--- config.mk ---
export PLATFORM = sky130hd
export DESIGN_NAME = kernel_mem_harness
export DESIGN_NICKNAME = d
export VERILOG_FILES = /design/src/rtl/kernel_harness_pkg.sv /design/src/rtl/harness_read_drain.sv /design/src/rtl/kernel_mem_harness.sv
export SDC_FILE = /design/constraint.sdc
export NUM_CORES = 1
export LEC_CHECK = 0
export ABC_AREA = 1
export BUFFER_PORTS_ARGS = -buffer_cell sky130_fd_sc_hd__buf_2
export CORE_UTILIZATION = 40
export DETAILED_ROUTE_END_ITERATION = 8
export PLACE_DENSITY = 0.76
export SETUP_SLACK_MARGIN = 0.2
export SLEW_MARGIN = 20
export SYNTH_ARGS = -nofsm -noshare
export SYNTH_HDL_FRONTEND = slang
export SYNTH_SLANG_ARGS = --single-unit
--- constraint.sdc ---
create_clock -name clk -period 1.6 [get_ports clk]
set_clock_uncertainty 0.15 [all_clocks]
set_input_delay 0.08 -clock clk [delete_from_list [all_inputs] [get_ports clk]]
set_output_delay 0.08 -clock clk [all_outputs]
set_load 0.01 [all_outputs]
--- src/rtl/kernel_harness_pkg.sv ---
// Shared types and sizing helpers for the kernel memory harness.
package kernel_harness_pkg;

    typedef enum logic [1:0] {
        IDLE  = 2'd0,
        LOAD  = 2'd1,
        RUN   = 2'd2,
        DRAIN = 2'd3
    } state_e;

    localparam int ADDR_W_DEF = 5;
    localparam int DATA_W_DEF = 32;

    // Counter width that holds the largest of the three limits without overflow.
    function automatic int cnt_width(input int a, input int b, input int c);
        int m;
        m = a;
        if (b > m) m = b;
        if (c > m) m = c;
        return $clog2(m + 1);
    endfunction

endpackage

--- src/rtl/harness_read_drain.sv ---
// Result readback: one outstanding RAM read at a time feeding a single-entry
// output register with backpressure and last-word marking.
module harness_read_drain
    import kernel_harness_pkg::*;
#(
    parameter int ADDR_W       = ADDR_W_DEF,
    parameter int DATA_W       = DATA_W_DEF,
    parameter int RESULT_BASE  = 0,
    parameter int RESULT_COUNT = 2,
    parameter int CNT_W        = 8
) (
    input  logic              clk,
    input  logic              rst,
    input  logic              active_i,
    input  logic [DATA_W-1:0] ram_rdata_i,
    input  logic              out_ready_i,
    output logic [ADDR_W-1:0] ram_raddr_o,
    output logic              out_valid_o,
    output logic [DATA_W-1:0] out_data_o,
    output logic              out_last_o,
    output logic              done_o
);

    localparam logic [ADDR_W-1:0] RB      = ADDR_W'(RESULT_BASE);
    localparam logic [CNT_W-1:0]  RC      = CNT_W'(RESULT_COUNT);
    localparam logic [CNT_W-1:0]  RC_LAST = CNT_W'(RESULT_COUNT - 1);

    logic [CNT_W-1:0]  iss_q, iss_d;
    logic              pend_q, pend_d;
    logic              plast_q, plast_d;
    logic              oval_q, oval_d;
    logic              olast_q, olast_d;
    logic [DATA_W-1:0] odata_q, odata_d;
    logic              issue;

    // A new read only goes out when its data is guaranteed a free output slot.
    assign issue = active_i && !pend_q && (!oval_q || out_ready_i) && (iss_q != RC);

    assign ram_raddr_o = issue ? RB + ADDR_W'(iss_q) : '0;
    assign out_valid_o = oval_q;
    assign out_data_o  = odata_q;
    assign out_last_o  = olast_q;
    assign done_o      = active_i && oval_q && out_ready_i && olast_q;

    always_comb begin
        iss_d   = iss_q;
        pend_d  = pend_q;
        plast_d = plast_q;
        oval_d  = oval_q;
        olast_d = olast_q;
        odata_d = odata_q;
        if (!active_i) begin
            iss_d   = '0;
            pend_d  = 1'b0;
            plast_d = 1'b0;
            oval_d  = 1'b0;
            olast_d = 1'b0;
        end else begin
            if (oval_q && out_ready_i) begin
                oval_d  = 1'b0;
                olast_d = 1'b0;
            end
            if (pend_q) begin
                odata_d = ram_rdata_i;
                oval_d  = 1'b1;
                olast_d = plast_q;
                pend_d  = 1'b0;
            end
            if (issue) begin
                pend_d  = 1'b1;
                plast_d = (iss_q == RC_LAST);
                iss_d   = iss_q + CNT_W'(1);
            end
        end
    end

    always_ff @(posedge clk or negedge rst) begin
        if (!rst) begin
            iss_q   <= '0;
            pend_q  <= 1'b0;
            plast_q <= 1'b0;
            oval_q  <= 1'b0;
            olast_q <= 1'b0;
            odata_q <= '0;
        end else begin
            iss_q   <= iss_d;
            pend_q  <= pend_d;
            plast_q <= plast_d;
            oval_q  <= oval_d;
            olast_q <= olast_d;
            odata_q <= odata_d;
        end
    end

endmodule

--- src/rtl/kernel_mem_harness.sv ---
// Sequences one HLS kernel job: stream-load the RAM, run the kernel, stream
// the results back out. Owns RAM port 0 except while the kernel runs.
module kernel_mem_harness
    import kernel_harness_pkg::*;
#(
    parameter int ADDR_W       = ADDR_W_DEF,
    parameter int DATA_W       = DATA_W_DEF,
    parameter int LOAD_BASE    = 10,
    parameter int LOAD_COUNT   = 2,
    parameter int RESULT_BASE  = 0,
    parameter int RESULT_COUNT = 2,
    parameter int TIMEOUT      = 1023
) (
    input  logic              clk,
    input  logic              rst,
    input  logic              in_valid,
    output logic              in_ready,
    input  logic [DATA_W-1:0] in_data,
    output logic              out_valid,
    input  logic              out_ready,
    output logic [DATA_W-1:0] out_data,
    output logic              out_last,
    output logic [ADDR_W-1:0] ram_waddr,
    output logic [DATA_W-1:0] ram_wdata,
    output logic              ram_wen,
    output logic [ADDR_W-1:0] ram_raddr,
    input  logic [DATA_W-1:0] ram_rdata,
    output logic              k_rst,
    input  logic              k_valid,
    input  logic [ADDR_W-1:0] k_waddr,
    input  logic [DATA_W-1:0] k_wdata,
    input  logic              k_wen,
    input  logic [ADDR_W-1:0] k_raddr,
    output logic              busy,
    output logic              timeout_err
);

    localparam int CNT_W = cnt_width(LOAD_COUNT, RESULT_COUNT, TIMEOUT);
    localparam logic [CNT_W-1:0]  LOAD_LAST = CNT_W'(LOAD_COUNT - 1);
    localparam logic [CNT_W-1:0]  TO_LAST   = CNT_W'(TIMEOUT - 1);
    localparam logic [ADDR_W-1:0] LB        = ADDR_W'(LOAD_BASE);

    state_e            state_q, state_d;
    logic [CNT_W-1:0]  cnt_q, cnt_d;
    logic              terr_q, terr_d;
    logic [ADDR_W-1:0] drain_raddr;
    logic              drain_done;

    assign in_ready    = (state_q == LOAD);
    assign k_rst       = (state_q != RUN);
    assign busy        = (state_q != IDLE);
    assign timeout_err = terr_q;

    // cnt_q counts accepted words in LOAD and elapsed cycles in RUN.
    always_comb begin
        state_d = state_q;
        cnt_d   = cnt_q;
        terr_d  = terr_q;
        case (state_q)
            IDLE: begin
                cnt_d = '0;
                if (in_valid) begin
                    state_d = LOAD;
                    terr_d  = 1'b0;
                end
            end
            LOAD: begin
                if (in_valid) begin
                    if (cnt_q == LOAD_LAST) begin
                        state_d = RUN;
                        cnt_d   = '0;
                    end else begin
                        cnt_d = cnt_q + CNT_W'(1);
                    end
                end
            end
            RUN: begin
                if (k_valid) begin
                    state_d = DRAIN;
                    cnt_d   = '0;
                end else if (cnt_q == TO_LAST) begin
                    state_d = IDLE;
                    terr_d  = 1'b1;
                    cnt_d   = '0;
                end else begin
                    cnt_d = cnt_q + CNT_W'(1);
                end
            end
            DRAIN: begin
                if (drain_done) state_d = IDLE;
            end
            default: state_d = IDLE;
        endcase
    end

    always_comb begin
        ram_wen   = 1'b0;
        ram_waddr = '0;
        ram_wdata = '0;
        ram_raddr = '0;
        case (state_q)
            LOAD: begin
                if (in_valid) begin
                    ram_wen   = 1'b1;
                    ram_waddr = LB + ADDR_W'(cnt_q);
                    ram_wdata = in_data;
                end
            end
            RUN: begin
                ram_wen   = k_wen;
                ram_waddr = k_waddr;
                ram_wdata = k_wdata;
                ram_raddr = k_raddr;
            end
            DRAIN: ram_raddr = drain_raddr;
            default: ;
        endcase
    end

    always_ff @(posedge clk or negedge rst) begin
        if (!rst) begin
            state_q <= IDLE;
            cnt_q   <= '0;
            terr_q  <= 1'b0;
        end else begin
            state_q <= state_d;
            cnt_q   <= cnt_d;
            terr_q  <= terr_d;
        end
    end

    harness_read_drain #(
        .ADDR_W      (ADDR_W),
        .DATA_W      (DATA_W),
        .RESULT_BASE (RESULT_BASE),
        .RESULT_COUNT(RESULT_COUNT),
        .CNT_W       (CNT_W)
    ) u_drain (
        .clk        (clk),
        .rst        (rst),
        .active_i   (state_q == DRAIN),
        .ram_rdata_i(ram_rdata),
        .out_ready_i(out_ready),
        .ram_raddr_o(drain_raddr),
        .out_valid_o(out_valid),
        .out_data_o (out_data),
        .out_last_o (out_last),
        .done_o     (drain_done)
    );

endmodule

# ---- After elaboration in Yosys (flattened, before gate mapping)
# Index checks and enable logic that the tools add are counted.
dict set report op_classes {
  n_reduce_logical 18
  n_eq_ne 17
  add_sub_neg 3
  n_mux 35
}
# operator n
set op_table {}
lappend op_table {{32-bit one-hot mux with 2 select lines} 1}
lappend op_table {{10-bit 2-to-1 mux} 6}
lappend op_table {{32-bit 2-to-1 mux} 1}
lappend op_table {{10-bit one-hot mux with 3 select lines} 1}
lappend op_table {{10-bit by 1-bit adder with 10-bit output, second input constant} 2}
lappend op_table {{10-bit by 1-bit equality test with 1-bit output, second input constant} 2}
lappend op_table {{5-bit one-hot mux with 2 select lines} 2}
lappend op_table {{2-bit inequality test, second input constant} 7}
lappend op_table {{1-bit 2-to-1 mux} 13}
lappend op_table {{2-bit 2-to-1 mux} 6}
lappend op_table {{10-bit equality test, second input constant} 1}
lappend op_table {{5-bit 2-to-1 mux} 2}
lappend op_table {{10-bit by 2-bit inequality test with 1-bit output, second input constant} 1}
lappend op_table {{2-bit one-hot mux with 4 select lines} 1}
lappend op_table {{1-bit logical AND} 7}
lappend op_table {{3-bit inequality test, second input constant} 2}
lappend op_table {{4-bit by 5-bit adder with 5-bit output, first input constant} 1}
lappend op_table {{5-bit AND reduction} 1}
lappend op_table {{2-bit equality test, second input constant} 2}
lappend op_table {{1-bit one-hot mux with 2 select lines} 2}
lappend op_table {{2-bit AND reduction} 2}
lappend op_table {{4-bit AND reduction} 1}
lappend op_table {{2-bit nonzero test} 2}
lappend op_table {{3-bit nonzero test} 1}
lappend op_table {{5 further kinds} 6}
dict set report totals {
  inputBits 112
  regBits 59
  wordCells 82
}

# ---- Logic depth before layout (Yosys ltp)
# Gate-level depths: netlist of the first run.
dict set report depth {
  depth_word 6
  mapped_depth 10
  depth_no_buf 10
}

# ---- Cells and area by module
# Synthesis of the first run repeated with hierarchy kept, for this count alone.
dict set report hier_totals {
  hier_cells 438
  hier_area_um2 3623.5
}
# mod instances area_per_inst_um2 cells_each
set modules_own_cells {}
lappend modules_own_cells {harness_read_drain 1 2075.7 187}
lappend modules_own_cells {kernel_mem_harness 1 1547.7 251}

# ---- Worst setup path after synthesis of the first run
# Ideal clock, no wire load.
dict set report synth_timing {
  path_type {reg-to-reg}
  from {reg state_q[0]}
  to {reg u_drain.odata_q[0] (netlist: u_drain.out_data_o[0])}
  slack_ps -132
  n_path_buf 2
  setup_ps 125
  synth_period_minus_slack_ps 1732
  stages_incl_launch_ff 6
  arrival_ps 1457
  required_ps 1325
  path_cell_list {dfrtp_1 > ha_1 > buf_4 > nand2_1 > buf_2 > mux2_2}
}
dict set report synth_between {
  elab_chain_len 2
}
# element line
set synth_lines {}
lappend synth_lines {{start: declaration} kernel_mem_harness.sv:43} ;# state_e state_q, state_d;
lappend synth_lines {{start signal: assignment} kernel_mem_harness.sv:126} ;# state_q <= state_d;
lappend synth_lines {{2-bit equality test} kernel_mem_harness.sv:141} ;# .active_i (state_q == DRAIN),
lappend synth_lines {{2-bit AND reduction (no line)} n/a}
lappend synth_lines {{end signal: assignment} harness_read_drain.sv:91} ;# odata_q <= odata_d;
lappend synth_lines {{end: declaration} harness_read_drain.sv:33} ;# logic [DATA_W-1:0] odata_q, odata_d;
# No other way between the ends.
# A chain may end at the register's enable or synchronous reset.

# ---- Final worst setup path of the first run
dict set report layout_timing {
  from {reg state_q[1]}
  to {out ram_wdata[13]}
}
dict set report layout_between {
  elab_chain_len 2
  word_cells_on_any_way 3
}
# element line
set layout_lines {}
lappend layout_lines {{2-bit equality test or 2-bit by 1-bit equality test with 1-bit output (tied branches)} kernel_mem_harness.sv:101} ;# case (state_q)
lappend layout_lines {{32-bit one-hot mux with 2 select lines *} kernel_mem_harness.sv:101}
lappend layout_lines {{end: declaration} kernel_mem_harness.sv:24} ;# output logic [DATA_W-1:0] ram_wdata,
# Every way passes the cells marked *; elsewhere a longest branch is shown, timed or not.

==> results of run 1 <==
timing repair:
item	in CTS	in global routing
hold endpoints to repair	96	0
buffers inserted	18	3
hold buffers	36	0
cloned	8	4
pin swaps	8	8
endpoints found under the setup margin	103	105
resized for setup	86	66
flip-flops by register name, indices dropped and copies added (netlist names):
name / count
u_drain.plast_q: 1
cnt_q: 10
state_q: 2
timeout_err: 1
u_drain.pend_q: 1
u_drain.out_valid_o: 1
u_drain.out_last_o: 1
u_drain.out_data_o: 32
u_drain.iss_q: 10
worst max-delay path, stage by stage, from the launching register on:
cell and delay (ns):
dfrtp_2 0.41, inv_2 0.07, buf_6 0.12, ha_4 0.29, inv_8 0.07, clkbuf_16 0.17, a21oi_4 0.13, buf_6 0.12
Yosys cell counts, types with 2 or more instances:
cell and number:
nor2_1 19, nand4_1 4, a21oi_1 47, nand3b_1 2, nand2_1 158, xor2_1 6
buf_4 2, mux2_2 32, o21ai_0 17, clkbuf_1 7, ha_1 11, a21oi_2 2
o21ai_2 6, or2_2 2, nand3_1 21, dfrtp_1 59, buf_1 2, inv_1 29
buf_2 7
layer usage:
layer,up-vias,wire (µm)
met5,-,0
met4,0,429
met3,33,1140
met2,232,7560
met1,2095,5470
li1,2038,-
cell type report:
type | instances | area, µm²
well taps | 108 | 135
fillers | 547 | 2050
flip-flops and latches | 59 | 1480
clock inverters | 3 | 40.0
repair inverters | 1 | 16.3
repair buffers | 301 | 2320
multi-input cells | 335 | 2340
clock buffers | 12 | 145
inverters | 31 | 151
through the flow:
step	TNS (ns)	area, µm²	util (%)	setup slack (ns)	total power [W]
after floorplan	-1.10	3770	-	-0.0444	0.00464
after global placement	-0.778	5060	58.4	-0.0455	0.00618
after detailed placement	-4.54	5060	58.4	-0.145	0.00628
after CTS	-20.95	6250	72.1	-0.322	0.00910
after global routing	-28.11	6630	76.4	-0.415	0.0105
final	-23.51	6630	76.4	-0.357	0.0100
worst paths after layout:
path / cells past startpoint / end / slack (ns)
hold reg to reg: 2 / u_drain.plast_q / 0.34
hold / removal: 3 / u_drain.iss_q[1] / 0.13
setup / recovery: 7 / ram_wdata[13] / -0.36
setup reg to reg: 7 / u_drain.out_data_o[11] / -0.26
min in group clk: 7 / state_q[1] / 0.14
max in group asynchronous: 3 / u_drain.out_data_o[24] / 0.80
power by group through the flow:
| stage | logic, W | clock network (W) | registers (W) |
|---|---|---|---|
| floorplan | 0.00222 | 0 | 0.00242 |
| global placement | 0.00397 | 0 | 0.00220 |
| detailed placement | 0.00405 | 0 | 0.00223 |
| CTS | 0.00552 | 0.00135 | 0.00223 |
| global route | 0.00670 | 0.00142 | 0.00235 |
| finish | 0.00637 | 0.00133 | 0.00231 |
logic make-up after synthesis:
family	Yosys count	synth area share (%)
and+or+nand+nor	209	24.1
AOI/OAI and AO/OA	77	12.2
DFF	59	41.6
buffers and inverters	51	6.66
muxes	32	10.1
adders and majority gates	11	3.88
xor gates and xnor gates	6	1.48
==> results.toml, run 1 <==
[status]
outcome = "finished, violations left"
violations = "negative setup slack"

[yosys]
synth-edff-count = 0
yosysTopAreaCell = "dfrtp_1"
synthArstFlopShare_pct = 100
yosys.area.top_type_share_pct = 41.6
yosysSeqAreaShare_pct = 41.6
yosysUniqueCellTypes = 31
syn_area_per_cell_um2 = 7.98
synth_top_cells_by_area = "dfrtp_1 (42%), nand2_1 (17%), mux2_2 (10%)"
synth_ff_type = "dfrtp_1"
yosys_warnings = 0
syn_nets = 568
netlist_instances = 445
ys_ff_latch = 59
synthesis.area_mm2 = 0.00355

[global_routing]
grt_pass1_vias = 4114
gr-total-overflow = 0
grtUsageTotal_pct = 27.9
grt_max_degree = 36
grtUsageMet2_pct = 51.7
grt_pass1_wl_um = 19300
grt_use_met3_pct = 6.87
grt_util_met1_pct = 30.3
antenna_found_initial = 1
grt.busiest_layer = "met2"

[power]
pwr-share-seq_pct = 23.0
combPwrFrac_pct = 63.7
power.leakage_nw = 3.27
p_int_w = 0.00598
power_switching_share_pct = 40.3
pwr_density_cell_mw_per_mm2 = 1510
p_clk_share_pct = 13.3
peakVddDrop_mv = 1.04
power.switching_w = 0.00404

[layout]
final_cell_mix = "buf_2 (181), nand2_1 (129), dfrtp_1 (53), buf_4 (39), dlygate4sd3_1 (36)"
final_common_cell = "buf_2"
instances_no_fill = 850
fin_nets = 861
syn2layout_area_growth_pct = 86.6
insertedDiodeCount = 0
drive_above_1_share_pct = 56.9

[cts]
h-tree-depth = 3
clkLatencyLatePin_ns = 0.33
clkTransAtPathRegs_ns = 0.07
numCtsBuffers = 9
clock_path_buffers = 2
cts_root_buffer = "clkbuf_8"
cts_sinks = 59
cts_tree = "built"

[min_path]
hold_path.class = "primary input to async pin"

[drt]
wirelength_um = 14600
dr.pass1.iters = 7
viasPerCell = 5.17
post_drt_wl_per_cell_um = 17.2
dr.first_iter.drc_count = 229
drcViolationCount = 0
drtAntennaViolNets = 0
vias = 4398

[worst_setup_path]
crit_path_end_kind = "output port"
crit_path_start = "state_q[1]"
cp-start-kind = "flop"
crit_type = "flop to output port"
crit_fanout = 7
crit_required_ns = 1.37
regToRegStartpoint = "state_q[1]"
cp_data_arrival_time_ns = 1.73

[sta]
max_clock_freq_ghz = 0.511
period_needed_ns = 1.96
worst_pin_slew_ns = 0.438
finalCritPeriodShare_pct = 122
setup_viol = 102
max-slew-margin-rel_pct = 70.8
hold_violations = 0
rsz0062_at_grt = "true"
finalMaxSlewViolations = 0
hold_slack_ns = 0.131
timing.final.ws_setup_ns = -0.357

[place]
gp_congestion = 0.871
place_hpwl_um = 8070
port-buffer-count = 192
dp.cells = 766

[floorplanning]
start_util_pct = 40.9
die_width_um = 96.2
rows = 34
die_h_um = 96.2
dieArea_mm2 = 0.00926
core_area_mm2 = 0.00868
ios = 193

[job]
cap_viol_max_count = 0
No activity file was read; power rests on OpenSTA's default activity.
==> run 2: changes to the inputs <==
==> constraint.sdc (replaced) <==
create_clock -name clk -period 1.8 [get_ports clk]
set_clock_uncertainty 0.15 [all_clocks]
set_input_delay 0.09 -clock clk [delete_from_list [all_inputs] [get_ports clk]]
set_output_delay 0.09 -clock clk [all_outputs]
set_load 0.01 [all_outputs]
==> results.toml, run 2 (synthesis gave the netlist of run 1 again) <==
[drt]
drcViolationCount = 0
dr.pass1.iters = 5
vias = 4462
post_drt_wl_per_cell_um = 17.4
viasPerCell = 5.26
wirelength_um = 14800
dr.first_iter.drc_count = 244
drtAntennaViolNets = 0

[cts]
h-tree-depth = 3
cts_tree = "built"
clock_path_buffers = 2
numCtsBuffers = 9
cts_sinks = 59
clkTransAtPathRegs_ns = 0.07
cts_root_buffer = "clkbuf_8"
clkLatencyLatePin_ns = 0.35

[floorplanning]
dieArea_mm2 = 0.00926
die_width_um = 96.2
ios = 193
start_util_pct = 40.9
core_area_mm2 = 0.00868
rows = 34
die_h_um = 96.2

[layout]
final_common_cell = "buf_2"
fin_nets = 859
final_cell_mix = "buf_2 (190), nand2_1 (99), dfrtp_1 (56), a21oi_2 (38)"
nFillCells = 535
largest_register_ff_count = 32
syn2layout_area_growth_pct = 91.8
insertedDiodeCount = 0
postLayoutCoreUtil_pct = 78.5
drive_above_1_share_pct = 61.7

[worst_setup_path]
regToRegStartpoint = "state_q[0]"
cp-start-kind = "flop"
crit_end = "ram_waddr[4]"
r2r_cells = 9
crit_path_start = "state_q[0]"
cp_data_arrival_time_ns = 1.86
crit_fanout = 12
reg2reg_to = "state_q[1]"
rrSetupSlack_ns = -0.14
crit_required_ns = 1.56
crit_type = "flop to output port"
crit_path_end_kind = "output port"

[place]
port-buffer-count = 192
place_hpwl_um = 7500
placement.setup.worst_slack_ns = -0.00545
gp_congestion = 0.858

[sta]
finalCritPeriodShare_pct = 117
worst_pin_slew_ns = 0.316
setup_viol = 74
max-slew-margin-rel_pct = 78.9
period_needed_ns = 2.10
timing.final.ws_setup_ns = -0.304
max_clock_freq_ghz = 0.475
hold_violations = 0
rsz0062_at_grt = "true"
finalMaxSlewViolations = 0
tns_ns = -7.90

[power]
pwr-share-seq_pct = 21.9
power.leakage_nw = 3.47
pwr_density_cell_mw_per_mm2 = 1350
combPwrFrac_pct = 65.6
power_switching_share_pct = 41.6
power.switching_w = 0.00381
p_clk_share_pct = 12.4
p_int_w = 0.00535
peakVddDrop_mv = 0.860

[global_routing]
gr-total-overflow = 0
grt.busiest_layer = "met2"
antenna_found_initial = 0
grt_pass1_wl_um = 19300
grt_max_degree = 60
grt_util_met1_pct = 32.9
grtUsageTotal_pct = 27.7
grtUsageMet2_pct = 49.4
grt_pass1_vias = 4035
grt_use_met3_pct = 5.92

[job]
cap_viol_max_count = 0

[status]
outcome = "finished, violations left"
violations = "negative setup slack"

[min_path]
hold_path.class = "primary input to flop"
[run 2: changes by cell type in the layout (fill, tap and decap cells not counted), sizes merged]
cell,previous run,this run
clkbuf,16,12
clkinvlp,0,3
bufinv,1,0
inv,30,31
buf,261,260
dlygate4sd3,36,37
[run 2: per-stage QoR]
| step | area (µm²) | hold slack, ns | cells | total power (W) |
|---|---|---|---|---|
| final | 6810 | 0.0284 | 849 | 0.00916 |
| after global routing | 6810 | 0.0183 | 849 | 0.00956 |
| after CTS | 6420 | 0.00743 | 837 | 0.00841 |
| after detailed placement | 4860 | -0.0325 | 743 | 0.00536 |
| after global placement | 4860 | -0.0331 | 743 | 0.00522 |
| after floorplan | 3700 | -0.356 | 445 | 0.00398 |
[run 2: power groups by stage]
stage	combinational, W	sequential [W]	clock (W)
3_3_place_gp	0.00327	0.00195	0
2_1_floorplan	0.00184	0.00215	0
3_5_place_dp	0.00338	0.00198	0
5_1_grt	0.00630	0.00206	0.00120
6_report	0.00601	0.00201	0.00114
4_1_cts	0.00525	0.00199	0.00116
[run 2: critical path, cell delays in order (launching register included)]
cell and delay (ns):
dfrtp_2 0.45, inv_4 0.10, buf_12 0.10, ha_4 0.20, buf_12 0.16, nand2_1 0.09
a21oi_1 0.23, buf_2 0.18
[run 2: how the worst min path moves through the flow]
stage                        start                to  depth (start not counted)
after floorplan                rst          cnt_q[0]                          0
after global placement         rst  u_drain.iss_q[2]                          2
after detailed placement       rst  u_drain.iss_q[2]                          2
after CTS                 in_valid       timeout_err                          3
after global routing      in_valid       timeout_err                          3
final                     in_valid       timeout_err                          3
[run 2: metal layers]
| layer | wire length (µm) | part of all wire, % |
|---|---|---|
| met5 | 0 | 0 |
| met4 | 456 | 3.1 |
| met3 | 1020 | 6.9 |
| met2 | 7750 | 52 |
| met1 | 5550 | 38 |
[run 2: what timing repair did]
action | 4_1_cts | 5_1_grt
resized for setup | 144 | 76
hold buffers | 37 | 0
endpoints found under the setup margin | 97 | 103
pin swaps | 19 | 8
buffers inserted | 31 | 10
hold endpoints to repair | 95 | 0
cloned | 10 | 2
[run 2: layout make-up]
cell class / instances / area, µm² / share of cell area, %
repair inverters: 1 / 16.3 / 0.239
clock buffers: 10 / 138 / 2.02
inverters: 31 / 156 / 2.30
repair buffers: 299 / 2330 / 34.2
flip-flops and latches: 59 / 1480 / 21.7
clock inverters: 6 / 48.8 / 0.717
well taps: 108 / 135 / 1.98
multi-input cells: 335 / 2500 / 36.8
==> run 3: changes to the inputs <==
--- a/config.mk
+++ b/config.mk
@@ -7,9 +7,10 @@
 export LEC_CHECK = 0
 export ABC_AREA = 1
 export BUFFER_PORTS_ARGS = -buffer_cell sky130_fd_sc_hd__buf_2
-export CORE_UTILIZATION = 40
+export CORE_ASPECT_RATIO = 0.9
+export CORE_UTILIZATION = 41
 export DETAILED_ROUTE_END_ITERATION = 8
-export PLACE_DENSITY = 0.76
+export PLACE_DENSITY = 0.77
 export SETUP_SLACK_MARGIN = 0.2
 export SLEW_MARGIN = 20
 export SYNTH_ARGS = -nofsm -noshare
==> results.toml, run 3 (synthesis gave the netlist of run 1 again) <==
[worst_setup_path]
cp-start-kind = "flop"
crit_type = "flop to output port"
crit_end = "ram_wdata[19]"
reg2reg_to = "u_drain.out_data_o[7]"
cp_data_arrival_time_ns = 1.71
crit_path_end_kind = "output port"
crit_fanout = 8
crit_path_start = "state_q[1]"
regToRegStartpoint = "state_q[0]"
rrSetupSlack_ns = -0.05
r2r_cells = 7
crit_required_ns = 1.56

[sta]
worst_pin_slew_ns = 0.331
period_needed_ns = 1.95
max-slew-margin-rel_pct = 77.8
max_clock_freq_ghz = 0.514
setup_viol = 60
finalCritPeriodShare_pct = 108
rsz0062_at_grt = "true"
timing.final.ws_setup_ns = -0.147
finalMaxSlewViolations = 0
hold_violations = 0

[power]
peakVddDrop_mv = 0.874
pwr_density_cell_mw_per_mm2 = 1370
total_power_w = 0.00916
power.leakage_nw = 3.35

[global_routing]
grt_pass1_wl_um = 21400
grt_max_degree = 60
grtUsageTotal_pct = 30.3
grt_pass1_vias = 4426
antenna_found_initial = 0
gr-total-overflow = 0

[drt]
drcViolationCount = 0
drtAntennaViolNets = 0
wirelength_um = 15600
viasPerCell = 5.24
post_drt_wl_per_cell_um = 18.5
vias = 4416
dr.pass1.iters = 5
dr.first_iter.drc_count = 256

[cts]
cts_root_buffer = "clkbuf_8"
clock_path_buffers = 2
cts_tree = "built"
clkLatencyLatePin_ns = 0.34
cts_sinks = 59
clkTransAtPathRegs_ns = 0.06
numCtsBuffers = 9
h-tree-depth = 3

[status]
violations = "negative setup slack"
outcome = "finished, violations left"

[place]
gp_congestion = 0.875
port-buffer-count = 192
place_hpwl_um = 8250
placement.setup.worst_slack_ns = 0.0183
place_area_mm2 = 0.00486
dp.cells = 746

[floorplanning]
core_area_mm2 = 0.00822
die_h_um = 90.3
die_width_um = 100
ios = 193
rows = 31
dieArea_mm2 = 0.00904
start_util_pct = 43.2

[job]
cap_viol_max_count = 0

[layout]
drive_above_1_share_pct = 59.0
final_cell_mix = "buf_2 (185), nand2_1 (120), dfrtp_1 (49), dlygate4sd3_1 (35), a21oi_2 (34)"
postLayoutCoreUtil_pct = 81.5
final_common_cell = "buf_2"
instances_no_fill = 842
fin_nets = 845
insertedDiodeCount = 0
largest_register_ff_count = 32
syn2layout_area_growth_pct = 88.6
final_cell_area_mm2 = 0.00670

[min_path]
hold_path.class = "primary input to flop"
run 3: how the worst min path moves through the flow:
| stage | start | end | cells past startpoint |
|---|---|---|---|
| 6_report | k_valid | state_q[0] | 5 |
| 5_1_grt | k_valid | state_q[0] | 5 |
| 4_1_cts | k_valid | state_q[0] | 5 |
| 3_5_place_dp | rst | u_drain.out_data_o[10] | 2 |
| 3_3_place_gp | rst | u_drain.out_data_o[10] | 2 |
| 2_1_floorplan | rst | cnt_q[0] | 0 |
run 3: through the flow:
step,hold slack [ns],setup TNS (ns)
detailed placement,-0.0307,0
global placement,-0.0354,0
CTS,0.00508,-3.69
floorplan,-0.356,0
global route,0.0810,-7.54
finish,0.0479,-5.21
run 3: final cells by class:
| cell class | count | area [µm²] |
|---|---|---|
| Clock buffer | 10 | 138 |
| Timing Repair Buffer | 285 | 2200 |
| Multi-Input combinational cell | 335 | 2480 |
| Fill cell | 475 | 1530 |
| Tap cell | 115 | 144 |
| Sequential cell | 59 | 1490 |
| Clock inverter | 6 | 88.8 |
| Inverter | 31 | 146 |
| Timing Repair inverter | 1 | 16.3 |
run 3: power breakdown:
group	switching [W]	internal [W]
registers	0.000346	0.00174
logic	0.00285	0.00283
clock network	0.000576	0.000817
total	0.00377	0.00539
run 3: routing by layer:
metal	GRT usage, %	up-vias	share of wire, %
met2	53.3	235	51
met4	14.5	0	3.7
li1	-	2010	-
met3	8.59	49	8.2
met1	33.4	2122	37
met5	0	-	0
run 3: timing repair:
item,4_1_cts,5_1_grt
setup endpoints to repair,98,100
endpoints found under the hold margin,94,0
gates cloned,10,1
pin swaps,8,17
setup buffers,20,14
resized for setup,75,125
hold buffers,35,0
run 3: critical path: stages, from the launching register on:
cell and delay [ns]:
dfrtp_1 0.40, inv_2 0.08, buf_6 0.13, ha_4 0.29
inv_8 0.07, buf_12 0.15, a21oi_2 0.10, buf_2 0.16
